## config.mk

```make
export PLATFORM = sky130hd
export DESIGN_NAME = pu_ld_obuf_seq
export DESIGN_NICKNAME = d
export VERILOG_FILES = /design/src/rtl/pu_ld_obuf_seq.sv
export SDC_FILE = /design/constraint.sdc
export NUM_CORES = 1
export LEC_CHECK = 0
export ABC_AREA = 1
export ABC_CLOCK_PERIOD_IN_PS = 20700
export CAP_MARGIN = 0
export CORE_MARGIN = 2
export CORE_UTILIZATION = 67
export DETAILED_ROUTE_END_ITERATION = 8
export GPL_ROUTABILITY_DRIVEN = 0
export HOLD_SLACK_MARGIN = 0.1
export PLACE_DENSITY = 0.89
export SKIP_CTS_REPAIR_TIMING = 1
export SYNTH_ARGS = -nofsm -noshare
export SYNTH_HDL_FRONTEND = slang
export SYNTH_SLANG_ARGS = --single-unit
export TNS_END_PERCENT = 10
```

## constraint.sdc

```tcl
create_clock -name clk -period 20.7 [get_ports clk]
set_clock_uncertainty 0.15 [all_clocks]
set_input_delay 2.07 -clock clk [delete_from_list [all_inputs] [get_ports clk]]
set_output_delay 2.07 -clock clk [all_outputs]
set_load 0.1 [all_outputs]
```

## src/rtl/pu_ld_obuf_seq.sv

```systemverilog
// pu_ld_obuf_seq: OBUF load sequencer for the PU LD stream.
// Walks up to NUM_LOOPS nested loops from a base word address, splits each
// word into BEATS sub-beat reads and limits unreturned reads with credits.
// Optional stall counter is built when PU_LD_OBUF_SEQ_PERF_EN is defined.
module pu_ld_obuf_seq #(
    parameter int unsigned NUM_LOOPS       = 4,
    parameter int unsigned ADDR_WIDTH      = 8,
    parameter int unsigned ADDR_STRIDE_W   = ADDR_WIDTH,
    parameter int unsigned LOOP_ITER_W     = 16,
    parameter int unsigned BEATS           = 2,
    parameter int unsigned BEAT_W          = (BEATS > 1) ? $clog2(BEATS) : 0,
    parameter int unsigned MAX_OUTSTANDING = 4,
    parameter int unsigned CREDIT_W        = $clog2(MAX_OUTSTANDING + 1)
) (
    input  logic                         clk,
    input  logic                         reset,
    input  logic                         start,
    output logic                         done,
    input  logic [ADDR_WIDTH-1:0]        base_addr,
    input  logic                         cfg_loop_stride_v,
    input  logic [ADDR_STRIDE_W-1:0]     cfg_loop_stride,
    input  logic [2:0]                   cfg_loop_stride_type,
    input  logic                         cfg_loop_iter_v,
    input  logic [LOOP_ITER_W-1:0]       cfg_loop_iter,
    input  logic [2:0]                   cfg_loop_iter_type,
    output logic                         mem_req,
    input  logic                         mem_ready,
    output logic [ADDR_WIDTH+BEAT_W-1:0] mem_addr,
    input  logic                         mem_rsp_v,
    input  logic                         obuf_ld_stream_write_ready,
    output logic                         busy,
    output logic [31:0]                  perf_stall_cycles
);

    localparam int unsigned SLOT_W  = $clog2(NUM_LOOPS + 1);
    localparam int unsigned IDX_W   = (NUM_LOOPS > 1) ? $clog2(NUM_LOOPS) : 1;
    localparam int unsigned BEAT_SW = (BEAT_W > 0) ? BEAT_W : 1;

    typedef enum logic [1:0] {
        S_IDLE  = 2'd0,
        S_BUSY  = 2'd1,
        S_DRAIN = 2'd2,
        S_DONE  = 2'd3
    } state_t;

    state_t                   state_q;
    state_t                   state_d;

    logic [LOOP_ITER_W-1:0]   iter_q     [NUM_LOOPS];
    logic [ADDR_STRIDE_W-1:0] stride_q   [NUM_LOOPS];
    logic [SLOT_W-1:0]        iter_cnt_q;
    logic [SLOT_W-1:0]        stride_cnt_q;
    logic [LOOP_ITER_W-1:0]   idx_q      [NUM_LOOPS];
    logic [LOOP_ITER_W-1:0]   idx_d      [NUM_LOOPS];
    logic [ADDR_WIDTH-1:0]    stride_ext [NUM_LOOPS];
    logic [ADDR_WIDTH-1:0]    addr_q;
    logic [ADDR_WIDTH-1:0]    addr_d;
    logic [BEAT_SW-1:0]       beat_q;
    logic [CREDIT_W-1:0]      credit_q;

    logic xfer_c;
    logic beat_wrap_c;
    logic last_c;
    logic start_acc_c;
    logic rsp_acc_c;
    logic iter_wr_c;
    logic stride_wr_c;

    assign xfer_c      = mem_req && mem_ready;
    assign start_acc_c = (state_q == S_IDLE) && start;
    assign rsp_acc_c   = mem_rsp_v && (credit_q != '0);
    assign beat_wrap_c = (BEATS == 1) || (beat_q == BEAT_SW'(BEATS - 1));
    assign iter_wr_c   = (state_q == S_IDLE) && cfg_loop_iter_v &&
                         (cfg_loop_iter_type == 3'd0) &&
                         (iter_cnt_q < SLOT_W'(NUM_LOOPS));
    assign stride_wr_c = (state_q == S_IDLE) && cfg_loop_stride_v &&
                         (cfg_loop_stride_type == 3'd0) &&
                         (stride_cnt_q < SLOT_W'(NUM_LOOPS));

    // Beat suffix only exists when a word spans several beats
    generate
        if (BEATS > 1) begin : g_beat
            assign mem_addr = {addr_q, beat_q};
        end else begin : g_nobeat
            assign mem_addr = addr_q;
        end
    endgenerate

    // Sign-extended stride per slot; unwritten slots step by zero
    always_comb begin
        for (int i = 0; i < NUM_LOOPS; i++) begin
            stride_ext[i] = '0;
            if (SLOT_W'(i) < stride_cnt_q) begin
                stride_ext[i] = ADDR_WIDTH'($signed(stride_q[i]));
            end
        end
    end

    // Odometer step: innermost active slot counts first, wrapped slots rewind the address
    always_comb begin
        idx_d  = idx_q;
        addr_d = addr_q;
        last_c = 1'b1;
        for (int i = NUM_LOOPS - 1; i >= 0; i--) begin
            if (last_c && (SLOT_W'(i) < iter_cnt_q)) begin
                if (idx_q[i] == iter_q[i]) begin
                    idx_d[i] = '0;
                    addr_d   = addr_d - ADDR_WIDTH'(ADDR_WIDTH'(iter_q[i]) * stride_ext[i]);
                end else begin
                    idx_d[i] = idx_q[i] + LOOP_ITER_W'(1);
                    addr_d   = addr_d + stride_ext[i];
                    last_c   = 1'b0;
                end
            end
        end
    end

    // FSM state register
    always_ff @(posedge clk or negedge reset) begin
        if (!reset) begin
            state_q <= S_IDLE;
        end else begin
            state_q <= state_d;
        end
    end

    // Next state and state-decoded outputs; mem_req never looks at mem_ready
    always_comb begin
        state_d = state_q;
        mem_req = 1'b0;
        busy    = 1'b0;
        done    = 1'b0;
        case (state_q)
            S_IDLE: begin
                if (start) begin
                    state_d = (iter_cnt_q == '0) ? S_DONE : S_BUSY;
                end
            end
            S_BUSY: begin
                busy    = 1'b1;
                mem_req = obuf_ld_stream_write_ready &&
                          (credit_q < CREDIT_W'(MAX_OUTSTANDING));
                if (mem_req && mem_ready && beat_wrap_c && last_c) begin
                    state_d = S_DRAIN;
                end
            end
            S_DRAIN: begin
                busy = 1'b1;
                if ((credit_q == '0) || ((credit_q == CREDIT_W'(1)) && mem_rsp_v)) begin
                    state_d = S_DONE;
                end
            end
            S_DONE: begin
                done    = 1'b1;
                state_d = S_IDLE;
            end
            default: begin
                state_d = S_IDLE;
            end
        endcase
    end

    // Loop configuration slots, filled in order and cleared at the end of a sequence
    always_ff @(posedge clk or negedge reset) begin
        if (!reset) begin
            iter_cnt_q   <= '0;
            stride_cnt_q <= '0;
            for (int i = 0; i < NUM_LOOPS; i++) begin
                iter_q[i]   <= '0;
                stride_q[i] <= '0;
            end
        end else if (state_q == S_DONE) begin
            iter_cnt_q   <= '0;
            stride_cnt_q <= '0;
        end else begin
            if (iter_wr_c) begin
                iter_q[iter_cnt_q[IDX_W-1:0]] <= cfg_loop_iter;
                iter_cnt_q                    <= iter_cnt_q + SLOT_W'(1);
            end
            if (stride_wr_c) begin
                stride_q[stride_cnt_q[IDX_W-1:0]] <= cfg_loop_stride;
                stride_cnt_q                      <= stride_cnt_q + SLOT_W'(1);
            end
        end
    end

    // Word address, loop indices and beat position
    always_ff @(posedge clk or negedge reset) begin
        if (!reset) begin
            addr_q <= '0;
            beat_q <= '0;
            for (int i = 0; i < NUM_LOOPS; i++) begin
                idx_q[i] <= '0;
            end
        end else if (start_acc_c) begin
            addr_q <= base_addr;
            beat_q <= '0;
            for (int i = 0; i < NUM_LOOPS; i++) begin
                idx_q[i] <= '0;
            end
        end else if (xfer_c) begin
            if (beat_wrap_c) begin
                beat_q <= '0;
                addr_q <= addr_d;
                idx_q  <= idx_d;
            end else begin
                beat_q <= beat_q + BEAT_SW'(1);
            end
        end
    end

    // Outstanding-read credits; a response with nothing outstanding is dropped
    always_ff @(posedge clk or negedge reset) begin
        if (!reset) begin
            credit_q <= '0;
        end else begin
            case ({xfer_c, rsp_acc_c})
                2'b10:   credit_q <= credit_q + CREDIT_W'(1);
                2'b01:   credit_q <= credit_q - CREDIT_W'(1);
                default: credit_q <= credit_q;
            endcase
        end
    end

`ifdef PU_LD_OBUF_SEQ_PERF_EN
    logic [31:0] perf_q;

    // Saturating count of BUSY cycles without a transfer
    always_ff @(posedge clk or negedge reset) begin
        if (!reset) begin
            perf_q <= '0;
        end else if (start_acc_c) begin
            perf_q <= '0;
        end else if ((state_q == S_BUSY) && !xfer_c && (perf_q != '1)) begin
            perf_q <= perf_q + 32'd1;
        end
    end

    assign perf_stall_cycles = perf_q;
`else
    assign perf_stall_cycles = 32'd0;
`endif

endmodule

```

-- Yosys cells after proc, flatten, opt, wreduce, memory -nomap -nowiden
Cells that the tools add are included.
- add/subtract/negate cells: 17
- $mul: 4
- $lt $le $gt $ge: 15
- equality and inequality tests: 13
- muxes and demuxes: 56
- bitwise gates (word level): 3
- reductions and logical operators: 44
- operators with widths (cell ; number):
    two-way mux 64 bit ; 3
    two-way mux 16 bit ; 9
    two-way mux 8 bit ; 16
    adder 16 x 1 -> 16 bit, second input constant ; 4
    bitwise mux 64 bit ; 1
    equality test 16 bit ; 4
    adder 8 bit ; 4
    bitwise mux 32 bit ; 1
    demux 16 bit (select 2 bit) ; 1
    multiplier 8 x 8 -> 8 bit ; 4
    subtractor 8 bit ; 4
    logical AND 1 bit ; 19
    nonzero test 2 bit ; 9
    demux 8 bit (select 2 bit) ; 1
    AND reduction 3 bit ; 5
    two-way mux 1 bit ; 14
    zero test 3 bit ; 4
    < comparator 1 x 3 -> 1 bit, first input constant ; 4
    < comparator 2 x 3 -> 1 bit, first input constant ; 4
    two-way mux 3 bit ; 4
    adder 3 x 1 -> 3 bit, second input constant ; 3
    < comparator 3 bit, second input constant ; 3
    two-way mux 2 bit ; 4
    one-hot mux 2 bit (4 select lines) ; 1
    other kinds (16) ; 26
- register bits after elaboration: 180
- bits of input ports: 46
- output and inout port bits: 44
- word-level logic and storage cells: 170

-- Logic depth before layout (Yosys ltp)
Gate-level depths: netlist (run 1).
- word-level depth: 18
- mapped depth: 57
- gate-level depth less buffers: 56

-- Least setup slack after synthesis (run 1)
No wires, ideal clock.
- path kind: register to register
- start point: reg addr_q[2]
- end point: reg addr_q[7]
- library setup time: 117 ps
- arrival time: 12442 ps
- required time: 20433 ps
- slack: 7992 ps
- cell stages (with the launch flop): 53
- buffers on the path: 0
- clock period less this slack: 12708 ps
- cell sequence: dfrtp_1 -> inv_1 -> fa_1 -> ha_1 -> ha_1 -> inv_1 -> fa_1 -> ha_1 -> nand2_1 -> o21ai_0 -> a21oi_1 -> o21ai_0 -> a21oi_1 -> o21ai_0 -> nand2_1 -> nand2_1 -> o21ai_0 -> fa_1 -> (+17 left out) -> a21oi_1 -> o21ai_0 -> a31oi_1 -> fa_1 -> inv_1 -> fa_1 -> fa_1 -> fa_1 -> xnor2_1 -> xor2_1 -> xor2_1 -> inv_1 -> nand3_1 -> nand3_1 -> nand3_1 -> nand2_1 -> nand2_1 -> nand2_1
- longest elaborated chain between the ends: 15
- elaborated cells on any way between the ends: 19
- those cells by class: add/sub: 8; mux: 11
- ends and longest elaborated chain (element ; RTL line ; text):
    start, declared ; 56 ; logic [ADDR_WIDTH-1:0] addr_q;
    start signal, assigned ; 196 ; addr_q <= base_addr;
    start signal, assigned ; 204 ; addr_q <= addr_d;
    adder 8 bit / subtractor 8 bit (equally long branches) ; 111, 108 ;
    two-way mux 8 bit ; 106 ; if (idx_q[i] == iter_q[i]) begin
    two-way mux 8 bit * ; 105 ; if (last_c && (SLOT_W'(i) < iter_cnt_q)) begin
    adder 8 bit / subtractor 8 bit (equally long branches) ; 111, 108 ;
    two-way mux 8 bit ; 106 ;
    two-way mux 8 bit * ; 105 ;
    adder 8 bit / subtractor 8 bit (equally long branches) ; 111, 108 ;
    two-way mux 8 bit ; 106 ;
    two-way mux 8 bit * ; 105 ;
    adder 8 bit / subtractor 8 bit (equally long branches) ; 111, 108 ;
    two-way mux 8 bit ; 106 ;
    two-way mux 8 bit * ; 105 ;
    two-way mux 8 bit * ; 202 ; if (beat_wrap_c) begin
    two-way mux 8 bit * ; 201 ; end else if (xfer_c) begin
    two-way mux 8 bit * ; 195 ; end else if (start_acc_c) begin
Every way passes the cells marked *; elsewhere a longest branch is shown, timed or not. The select of a mux whose other input is x is not followed.
A chain may end at the register's enable or synchronous reset.

-- Worst setup path in the final report (run 1)
- start point: reg stride_cnt_q[2]
- end point: reg addr_q[7]
- longest elaborated chain between the ends: 18
- elaborated cells on any way between the ends: 31
- those cells by class: add/sub: 8; mul: 4; order compare: 4; mux: 15
- ends and longest elaborated chain (element ; RTL line ; text):
    start, declared ; 52 ; logic [SLOT_W-1:0] stride_cnt_q;
    start signal, assigned ; 182 ; stride_cnt_q <= stride_cnt_q + SLOT_W'(1);
    < comparator 2 x 3 -> 1 bit ; 93 ; if (SLOT_W'(i) < stride_cnt_q) begin
    two-way mux 8 bit ; 93 ;
    multiplier 8 x 8 -> 8 bit ; 108 ; addr_d = addr_d - ADDR_WIDTH'(ADDR_WIDTH'(iter_q[i]) * stride_ext[i]);
    subtractor 8 bit ; 108 ;
    two-way mux 8 bit ; 106 ;
    two-way mux 8 bit ; 105 ;
    adder 8 bit / subtractor 8 bit (equally long branches) ; 111, 108 ;
    two-way mux 8 bit ; 106 ;
    (+2 left out) ; -- ;
    two-way mux 8 bit ; 106 ;
    two-way mux 8 bit ; 105 ;
    adder 8 bit / subtractor 8 bit (equally long branches) ; 111, 108 ;
    two-way mux 8 bit ; 106 ;
    two-way mux 8 bit * ; 105 ;
    two-way mux 8 bit * ; 202 ;
    two-way mux 8 bit * ; 201 ;
    two-way mux 8 bit * ; 195 ;
Marks and branches as above.

==> flow_summary.ini, run 1 <==
[logic_synthesis]
synth-seq-cells = 180
postSynthCellCount = 2168
syn_area_per_cell_um2 = 7.32
ys_warn_count = 0
synth_commonest_cells = nand2_1, inv_1, nor2_1
synth_area_mm2 = 0.0159
synth.area.top_cells = dfrtp_1, nand2_1, ha_1
synth_edf_count = 0
yosysUniqueCellTypes = 57
yosys.area.top_type = dfrtp_1
ys_seq_area_share_pct = 28.4
synth-main-ff-cell = dfrtp_1
synth.most_common_cell = nand2_1
synth_top_cell_area_share_pct = 28.4
async_flop_share_pct = 100

[final_layout]
area_growth_pct = 8.38
num-nets-final = 2461
utilization_pct = 73.7
stdcell_count = 2546
drive_above_1_share_pct = 5.12
diodes = 0

[clocking]
tritoncts = done
cts.root.buffer_cell = clkbuf_16
clock_sinks = 180
cts_buffers = 17
clk_latency_ps = 460
clock_path_buffers = 2
cts.htree.levels = 4
clkTransAtPathRegs_ps = 80

[min_path]
holdCritPathClass = flop to flop
whs_path_depth = 1

[placed_design]
place_inst = 2515
dp_hpwl_um = 34300
port_buffers = 57

[route]
dr.pass1.iters = 8
drt-total-wl_um = 46000
vias = 15200
via_per_inst = 5.95
drtAntennaViolNets = 0
drt_iter0_drc = 1676
wire_per_inst_um = 18.1
drc = 0

[sta]
setup_viol = 0
report.final.hold_viol_count = 0
period_minus_slack_ps = 14350
drv_slew = 0
whs_ps = 335
slew-limit-headroom_pct = 20.2
fin_tns_setup_ps = 0
post-route-period-util_pct = 69.3
rsz0062_at_grt = false
fmax_mhz = 69.7
tightest_slew_ps = 1190

[die]
dieHeight_um = 158
core-area_mm2 = 0.0233
dieWidth_um = 158
rows = 56
initial_utilization_pct = 68.0
die-area_mm2 = 0.0249
boundaryPins = 90

[power]
power.density_mw_per_mm2 = 105
ir_drop_uv = 179
leakage_nw = 8.81
total_power_mw = 1.80

[setup_path]
path_max_fanout = 13
cp.required_ps = 20890
critPathCaptureType = flop
worstSetupStartpointType = flop
cp.arrival_ps = 14550
crit_top_cell = fa_1
cp_slowest_stage_delay_ps = 680
slowest_stage = dfrtp_1
path_class = flop to flop
ff2ff_path_depth = 53

[grt]
grt.total_usage_pct = 38.1
grt-ovfl-total = 0
grt_pass1_wl_um = 73400
grt_max_degree = 108
antenna_found_initial = 2
grt_pass1_vias = 15000

[flow_run]
maxCapViolations = 0

[run_status]
outcome = finished, final reports clean
-- stage by stage --
step           setup WS (ps)  instance area (µm²)
6_report                6350                17200
5_1_grt                 5720                17200
4_1_cts                 6520                17200
3_5_place_dp            6580                16600
3_3_place_gp            7140                16600
2_1_floorplan           7990                16000
-- per-layer routing --
layer  routed length (µm)  global-route usage, %
met3                 5520                   10.3
met1                16800                   46.7
met5                    8                      0
met2                20600                   60.3
met4                 3090                   23.2
-- cells in the final DEF, fill, tap and decap left out, drive strengths merged, types with 19 or more instances in the layout --
| master | instances |
|---|---|
| xnor2 | 46 |
| o21ai | 179 |
| clkbuf | 19 |
| nand3 | 67 |
| nor2 | 254 |
| xor2 | 38 |
| ha | 132 |
| conb | 32 |
| clkdlybuf4s50 | 56 |
| dfrtp | 180 |
| nor3 | 34 |
| fa | 68 |
| a21oi | 101 |
| nand2 | 477 |
| inv | 401 |
| nand4 | 31 |
-- worst max-delay path, delay by kind of cell, from the launching register on --
kind	cells	cell delay, ps
adder cells (fa/ha/maj)	19	8460
flip-flops	1	680
AO/OA/AOI/OAI	12	2520
AND/OR/NAND/NOR	11	1180
XOR/XNOR	3	680
buffers and inverters	8	550
-- cells by family after synthesis --
logic type      synth area share, %
simple gates                   23.3
buf+inv                        11.8
compound gates                 12.1
fa+ha+maj                      19.0
flops                          28.4
xor+xnor                       4.68
mux                           0.780
other cells                  0.0236
-- flip-flops by register name, indices dropped and copies added, names as in the netlist --
| signal | cells |
|---|---|
| stride_cnt_q | 3 |
| credit_q | 3 |
| beat_q | 1 |
| iter_q | 64 |
| idx_q | 64 |
| iter_cnt_q | 3 |
| addr_q | 8 |
| state_q | 2 |
| stride_q | 32 |
-- cell type report --
class                      instances  area (µm²)
clock buffer                      18         429
clock inverter                    13         164
fill                            1712        6130
inverter                         396        1490
multi-input combinational       1559        9610
sequential                       180        4500
tap                              319         399
timing repair buffer              61         604
-- where the power goes --
part	switching [mW]	internal [mW]	total (mW)
Sequential	0.0821	0.429	0.511
Combinational	0.636	0.309	0.945
Clock	0.159	0.182	0.342
-- worst paths after layout --
check,slack (ps),endpoint,from
worst max register to register,6350,addr_q[7],stride_cnt_q[2]
max in group asynchronous,17310,stride_q[9],reset
worst min-delay path,330,idx_q[47],idx_q[47]
min in group asynchronous,1560,idx_q[43],reset
worst max-delay path,6350,addr_q[7],stride_cnt_q[2]
worst min register to register,330,idx_q[47],idx_q[47]
Power figures use the tool's default switching activity.
==> inputs of run 2 (changes only) <==
--- a/config.mk
+++ b/config.mk
@@ -6,14 +6,14 @@
 export NUM_CORES = 1
 export LEC_CHECK = 0
 export ABC_AREA = 1
-export ABC_CLOCK_PERIOD_IN_PS = 20700
+export ABC_CLOCK_PERIOD_IN_PS = 12850
 export CAP_MARGIN = 0
 export CORE_MARGIN = 2
-export CORE_UTILIZATION = 67
+export CORE_UTILIZATION = 56
 export DETAILED_ROUTE_END_ITERATION = 8
 export GPL_ROUTABILITY_DRIVEN = 0
 export HOLD_SLACK_MARGIN = 0.1
-export PLACE_DENSITY = 0.89
+export PLACE_DENSITY = 0.79
 export SKIP_CTS_REPAIR_TIMING = 1
 export SYNTH_ARGS = -nofsm -noshare
 export SYNTH_HDL_FRONTEND = slang
==> constraint.sdc (replaced) <==
create_clock -name clk -period 12.85 [get_ports clk]
set_clock_uncertainty 0.15 [all_clocks]
set_input_delay 1.285 -clock clk [delete_from_list [all_inputs] [get_ports clk]]
set_output_delay 1.285 -clock clk [all_outputs]
set_load 0.1 [all_outputs]
==> run 2 against run 1 <==
Compared with the run above:
- sequential power grew 59%
- worst hold slack improved by 14 ps
- core utilization is 10 points lower
- wire length shrank 0.86%
- die area is 19% higher
- largest cell class unchanged
- sequential cell count did not move
- clock-buffer cell count is 3 higher
- critical path type unchanged
- largest power group unchanged
- critical endpoint unchanged
==> flow_summary.ini, run 2 (synthesis results as in run 1) <==
[route]
drt-total-wl_um = 45600
via_per_inst = 5.58
vias = 14700
drtAntennaViolNets = 0
dr.pass1.iters = 6
drt_iter0_drc = 1398
drc = 0
wire_per_inst_um = 17.3

[final_layout]
drive_above_1_share_pct = 8.30
final_common_cell = nand2_1
area_growth_pct = 11.6
largestRegisters = idx_q (64), iter_q (64), stride_q (32)
num-nets-final = 2485
stdcell_count = 2631
stdcell_area_mm2 = 0.0177
mostFrequentLayoutCells = nand2_1, inv_1, nor2_1, dfrtp_1, o21ai_0

[clocking]
tritoncts = done
cts.root.buffer_cell = clkbuf_16
cts.htree.levels = 4
cts_buffers = 17
clk_latency_ps = 440
clkTransAtPathRegs_ps = 70
clock_path_buffers = 2
clock_sinks = 180

[grt]
grt.total_usage_pct = 31.4
antenna_found_initial = 1
grt_pass1_vias = 14200
grt_pass1_wl_um = 71900
grt-ovfl-total = 0
grt_max_degree = 73

[placed_design]
port_buffers = 57
place_inst = 2593
dp_hpwl_um = 34900
placedInstanceArea_mm2 = 0.0168

[setup_path]
slowest_stage = fa_1
path_class = flop to flop
path_max_fanout = 6
crit_top_cell = fa_1
critPathCaptureType = flop
cp_slowest_stage_delay_ps = 570
cp.required_ps = 13030
worstSetupStartpointType = flop
cp.arrival_ps = 12590

[die]
die-area_mm2 = 0.0297
boundaryPins = 90
dieHeight_um = 172
core-area_mm2 = 0.0279
rows = 61
dieWidth_um = 172
initial_utilization_pct = 57.0

[sta]
report.final.hold_viol_count = 0
period_minus_slack_ps = 12410
fmax_mhz = 80.6
slew-limit-headroom_pct = 23.8
post-route-period-util_pct = 96.6
drv_slew = 0
tightest_slew_ps = 1140
setup_viol = 0
whs_ps = 349

[power]
ir_drop_uv = 251
power.density_mw_per_mm2 = 167
leakage_nw = 8.92

[flow_run]
maxCapViolations = 0

[run_status]
outcome = finished, final reports clean

[min_path]
holdCritPathClass = flop to flop
[run 2: cell count changes in the layout (fill, tap and decap cells not counted), moves of 5 or more]
cell / change
ha_1: -10
inv_1: -9
nor2_1: -6
nor2_2: +5
o21ai_1: +6
a21oi_2: +8
a21oi_1: -8
o21ai_0: -11
buf_4: +23
inv_2: +8
ha_4: +10
o21ai_2: +5
[run 2: area by class of cell]
cell class	instances	area, µm²
Fill cell	2398	10100
Multi-Input combinational cell	1559	9870
Sequential cell	180	4500
Inverter	396	1490
Timing Repair Buffer	85	786
Tap cell	378	473
Clock buffer	21	460
Clock inverter	11	124
Antenna cell	1	2.50
[run 2: path summary, 6_finish.rpt]
kind	to	slack (ps)	startpoint	depth (start not counted)
hold / removal	idx_q[47]	350	idx_q[47]	1
max in group asynchronous	idx_q[45]	10550	reset	2
setup reg to reg	addr_q[7]	440	stride_cnt_q[2]	56
min in group asynchronous	iter_q[5]	700	reset	1
setup / recovery	addr_q[7]	440	stride_cnt_q[2]	56
hold reg to reg	idx_q[47]	350	idx_q[47]	1
[run 2: metrics by stage]
step / power, mW / TNS [ps] / utilization, % / worst slack [ps]
6_report: 2.96 / 0 / 63.6 / 442
4_1_cts: 2.85 / -469 / 62.5 / -277
3_3_place_gp: 2.26 / 0 / 60.4 / 18.6
5_1_grt: 3.17 / -94.0 / 63.6 / -50.9
2_1_floorplan: 1.92 / 0 / - / 142
3_5_place_dp: 2.32 / -396 / 60.4 / -241
[run 2: worst max-delay path: cells and delay by family, from the launching register on]
kind                     cells  cell delay (ps)
adder cells (fa/ha/maj)     20             8210
AND/OR/NAND/NOR             13             1110
flip-flops                   1              430
buffers and inverters       13             1120
AO/OA/AOI/OAI               10             1300
[run 2: per-layer routing]
| layer | wire length, µm | part of all wire [%] | global-route usage [%] |
|---|---|---|---|
| met1 | 18100 | 40 | 40.6 |
| met2 | 21400 | 47 | 52.1 |
| met3 | 4010 | 8.8 | 4.94 |
| met4 | 2090 | 4.6 | 14.4 |
| met5 | 0 | 0 | 0 |
[run 2: power breakdown]
group | leakage, nW | switching (mW) | total, mW | internal [mW]
Sequential | 2.06 | 0.122 | 0.814 | 0.692
Clock | 0.280 | 0.231 | 0.528 | 0.298
Combinational | 6.58 | 1.05 | 1.61 | 0.559
==> inputs of run 3 (changes only) <==
--- a/config.mk
+++ b/config.mk
@@ -10,6 +10,7 @@
 export CAP_MARGIN = 0
 export CORE_MARGIN = 2
 export CORE_UTILIZATION = 56
+export CTS_CLUSTER_DIAMETER = 80
 export DETAILED_ROUTE_END_ITERATION = 8
 export GPL_ROUTABILITY_DRIVEN = 0
 export HOLD_SLACK_MARGIN = 0.1
==> results of run 3 <==
Final layout, timing and power as in run 2 (identical DEF).
